[config.mk]
export PLATFORM = sky130hd
export DESIGN_NAME = dm_wd_ext
export DESIGN_NICKNAME = d
export VERILOG_FILES = /design/src/rtl/dm_bus_access_pkg.sv /design/src/rtl/dm_wd_ext.sv
export SDC_FILE = /design/constraint.sdc
export NUM_CORES = 1
export LEC_CHECK = 0
export ABC_AREA = 1
export CORE_MARGIN = 4
export CORE_UTILIZATION = 27
export DETAILED_ROUTE_END_ITERATION = 6
export PLACE_DENSITY = 0.81
export SETUP_SLACK_MARGIN = 0.05
export SYNTH_ARGS = -nofsm -noshare
export SYNTH_HDL_FRONTEND = slang
export SYNTH_SLANG_ARGS = --single-unit
[constraint.sdc]
create_clock -name vclk -period 2.87
set_clock_uncertainty 0.2 [all_clocks]
set_input_delay 0.861 -clock vclk [all_inputs]
set_output_delay 0.861 -clock vclk [all_outputs]
set_load 0.1 [all_outputs]
[src/rtl/dm_bus_access_pkg.sv]
// Shared constants for the MEM-stage data-memory bus sequencer.
// Store/read type codes and FSM state encoding.
package dm_bus_access_pkg;

  localparam logic [1:0] STORE_WORD = 2'd0;
  localparam logic [1:0] STORE_HALF = 2'd1;
  localparam logic [1:0] STORE_BYTE = 2'd2;

  localparam logic [2:0] WORD_READ     = 3'd0;
  localparam logic [2:0] BYTE_SIGNED   = 3'd1;
  localparam logic [2:0] BYTE_UNSIGNED = 3'd2;
  localparam logic [2:0] HALF_SIGNED   = 3'd3;
  localparam logic [2:0] HALF_UNSIGNED = 3'd4;

  typedef enum logic [1:0] {
    ST_IDLE = 2'd0,
    ST_WAIT = 2'd1,
    ST_DONE = 2'd2
  } dm_state_e;

endpackage

[src/rtl/dm_wd_ext.sv]
// Store lane generator: byte enables and replicated write data.
// Reserved store types fall through to a full-word store.
module dm_wd_ext
  import dm_bus_access_pkg::*;
(
  input  logic [1:0]  store_type,
  input  logic [1:0]  addr_low,
  input  logic [31:0] wdata,
  output logic [3:0]  be,
  output logic [31:0] wdata_rep
);

  // Lane select and replication by access size
  always_comb begin
    be        = 4'b1111;
    wdata_rep = wdata;
    unique case (1'b1)
      (store_type == STORE_HALF): begin
        be        = addr_low[1] ? 4'b1100 : 4'b0011;
        wdata_rep = {2{wdata[15:0]}};
      end
      (store_type == STORE_BYTE): begin
        be        = 4'b0001 << addr_low;
        wdata_rep = {4{wdata[7:0]}};
      end
      default: begin
        be        = 4'b1111;
        wdata_rep = wdata;
      end
    endcase
  end

endmodule

==> results.tsv, run 1 <==
stage	metric	value	unit
floorplanning	num_rows	16	
run_status	stop_stage	3_5_place_dp	
place	gp_congestion	0.724	
yosys	syn_inst	106	
yosys	seq_area_frac_synth	0	
run_status	error	[ERROR DPL-0038] Utilization greater than 100%, impossible to legalize	
yosys	postSynthAreaPerCell	5.25	sq um
yosys	yosysUniqueCellTypes	10	
floorplanning	die_h	53.4	microns
place	port-buffer-count	72	
yosys	yosys_warnings	0	
floorplanning	start_util	0.284	
run_status	status	stopped before the end	
yosys	synth.cell_area	557	sq um
floorplanning	pin_count	72	
yosys	syn_nets	145	
floorplanning	die_w	53.4	microns
kinds of logic after synthesis:
group	synth area share
buffers and inverters	0.252
AND/OR/NAND/NOR	0.609
adder cells (fa/ha/maj)	0.0674
AO/OA/AOI/OAI	0.0719
Yosys cell counts:
master / count / area, sq um
ha_1: 3 / 37.5
buf_2: 4 / 20.0
inv_8: 1 / 11.3
buf_4: 8 / 60.1
nand2_1: 34 / 128
o21ai_0: 8 / 40.0
inv_1: 4 / 15.0
buf_6: 3 / 33.8
nand3_1: 40 / 200
nor2_4: 1 / 11.3
through the flow:
stage             cells  cell area (sq um)  setup TNS (ps)
floorplan           106                980           -3040
global placement    217               2210          -16360
==> inputs of run 2 (changes only) <==
Settings changed: CORE_AREA set to 4 4 65 67, CORE_MARGIN 4 to unset, CORE_UTILIZATION 27 to unset, DIE_AREA set to 0 0 69 71, PLACE_DENSITY 0.81 to unset, PLACE_DENSITY_LB_ADDON set to 0.15, SETUP_SLACK_MARGIN 0.05 to unset.
==> run 2 against run 1 <==
The flow now finishes, with violations (setup timing). Synthesized cell count is the same. Area after synthesis is the same.
==> results.tsv, run 2 <==
stage	metric	value	unit	change
grt	overflow	0		
finish	seq_cells	0		
detailed_routing	drt_iter0_drc	29		
min_path	hold_class	in -> out		
finish	clkbuf_count	0		
grt	grt_pass1_wl	6110	microns	
min_path	min_path_cells	4		
yosys	netlist.area_leader.share	0.360		unchanged
detailed_routing	routed_wl	3650	microns	
floorplanning	num_rows	22		was 16
sta	relSlewSlack	0.800		
job	max_cap_viol_count	0		
floorplanning	core-area	3630	sq um	
yosys	synth.cell_area	557	sq um	unchanged
worst_setup_path	path_max_fanout	6		
worst_setup_path	crit_type	in -> out		
grt	grtUsageTotal	0.144		
detailed_routing	first_pass_iters	4		
yosys	synth_top_cell_by_area	nand3_1		unchanged
place	placed_cells	238		
place	gp_congestion	0.673		was 0.724
yosys	seq_area_frac_synth	0		unchanged
detailed_routing	ant_nets	0		
yosys	syn_nets	145		unchanged
yosys	synthTopCellsByCount	nand3_1 (40), nand2_1 (34), buf_4 (8), o21ai_0 (8)		unchanged
yosys	yosysMostFrequentCell	nand3_1		unchanged
floorplanning	dieArea	4900	sq um	
sta	fin_ws	-140	ps	
min_path	min_to	wdata_rep[8]		
detailed_routing	post-route-drc-count	0		
sta	timing.hold.ws	2010	ps	
power_and_ir_drop	power.density	372	nW/um^2	
place	dp_hpwl	2760	microns	
finish	layout_commonest_cell	buf_12		
detailed_routing	route.vias.total	1104		
finish	mostFrequentLayoutCells	buf_12 (43), nand3_4 (28), clkdlybuf4s50_1 (27)		
grt	grt_pass1_vias	1249		
sta	fin_crit	3010	ps	
power_and_ir_drop	worst_ir_drop_vdd	0.191	mV	
yosys	synthTopCellsByArea	nand3_1 (36%), nand2_1 (23%), buf_4 (11%)		unchanged
finish	fin_nets	241		
floorplanning	die_w	69	microns	was 53.4 microns
sta	fin_crit_sh	1.05		
finish	drive_gt1_frac	0.785		
yosys	syn_inst	106		unchanged
finish	n_antenna_cell	0		
sta	worstMarginPinSlew	301	ps	
detailed_routing	wl_per_cell	14.7	microns	
worst_setup_path	critPathRequiredTime	1810	ps	
worst_setup_path	critical_path.startpoint_type	input port		
grt	antenna_found_initial	0		
yosys	postSynthAreaPerCell	5.25	sq um	unchanged
detailed_routing	via_per_inst	4.45		
yosys	yosysUniqueCellTypes	10		unchanged
finish	fillers	244		
yosys	yosys_warnings	0		unchanged
sta	setup_tns	-2390	ps	
worst_setup_path	endpoint_kind	output pin		
sta	slew_violations	0		
sta	setup_viol	28		
finish	final_cells	248		
floorplanning	pin_count	72		unchanged
sta	fmax	332	MHz	
place	port-buffer-count	72		unchanged
run_status	status	complete, but fails checks		was stopped before the end
power_and_ir_drop	p_leak	1.19	nW	
finish	ff_latch_area	0	sq um	
sta	rsz0062_at_grt	true		
sta	finalHoldViolations	0		
worst_setup_path	arrival	1950	ps	
floorplanning	die_h	71	microns	was 53.4 microns
finish	syn_to_final_growth	380	%	
min_path	worstHoldStart	wdata[8]		
clocking	hold_buffers	0		
run_status	failed_checks	setup timing		
floorplanning	start_util	0.153		was 0.284
grt	grt_max_degree	9		
-- run 2: cell counts after synthesis --
Identical to the previous run, type by type.
-- run 2: routing by layer --
metal / track usage / vias up / share of wire
met5: 0 / - / 0
met4: 0.0152 / 0 / 0.030
met3: 0.0341 / 9 / 0.063
met2: 0.263 / 46 / 0.55
met1: 0.178 / 507 / 0.36
li1: - / 542 / -
-- run 2: metrics by stage --
| stage | power [W] | cell area [sq um] | setup WS [ps] | util |
|---|---|---|---|---|
| 4_1_cts | 0.000986 | 2590 | -138 | 0.712 |
| 3_3_place_gp | 0.000891 | 2230 | -629 | 0.615 |
| 2_1_floorplan | 0.000551 | 980 | -121 | - |
| 5_1_grt | 0.00103 | 2680 | -168 | 0.736 |
| 6_report | 0.000996 | 2680 | -140 | 0.736 |
| 3_5_place_dp | 0.000899 | 2230 | -657 | 0.615 |
-- run 2: power by group --
part | internal, W | switching (W) | total, W
registers | 0 | 0 | 0
logic | 0.000392 | 0.000604 | 0.000996
clock network | 0 | 0 | 0
total | 0.000392 | 0.000604 | 0.000996
-- run 2: worst max-delay path by stage --
| stage | start | end | slack [ps] | depth (start not counted) |
|---|---|---|---|---|
| 2_1_floorplan | store_type[1] | wdata_rep[16] | -120 | 5 |
| 3_3_place_gp | store_type[1] | wdata_rep[22] | -630 | 6 |
| 3_5_place_dp | store_type[1] | wdata_rep[21] | -660 | 6 |
| 4_1_cts | store_type[0] | wdata_rep[20] | -140 | 9 |
| 5_1_grt | store_type[0] | wdata_rep[16] | -170 | 9 |
| 6_report | store_type[0] | wdata_rep[20] | -140 | 9 |
-- run 2: kinds of logic after synthesis --
logic type | count (synthesis) | synth area share
adders and majority gates | 3 | 0.0674
buffers and inverters | 20 | 0.252
and+or+nand+nor | 75 | 0.609
AOI/OAI and AO/OA | 8 | 0.0719
-- run 2: critical path, cell delays in order --
cell,delay [ps]
buf_8,90
inv_8,30
ha_4,250
buf_12,150
inv_12,70
buf_12,110
nand2_4,40
o21ai_4,150
buf_12,190
-- run 2: repair_timing --
item,4_1_cts,5_1_grt
gates cloned,4,0
gates resized for setup,79,16
pin swaps,14,7
hold endpoints to repair,0,0
endpoints found under the setup margin,28,28
setup buffers,5,1
-- run 2: area by class of cell --
type / count / area (sq um) / area share
repair inverters: 3 / 36.3 / 0.0136
well taps: 48 / 60.1 / 0.0225
inverters: 5 / 38.8 / 0.0145
multi-input cells: 86 / 1080 / 0.403
repair buffers: 106 / 1460 / 0.547
No activity file was read; power rests on OpenSTA's default activity.
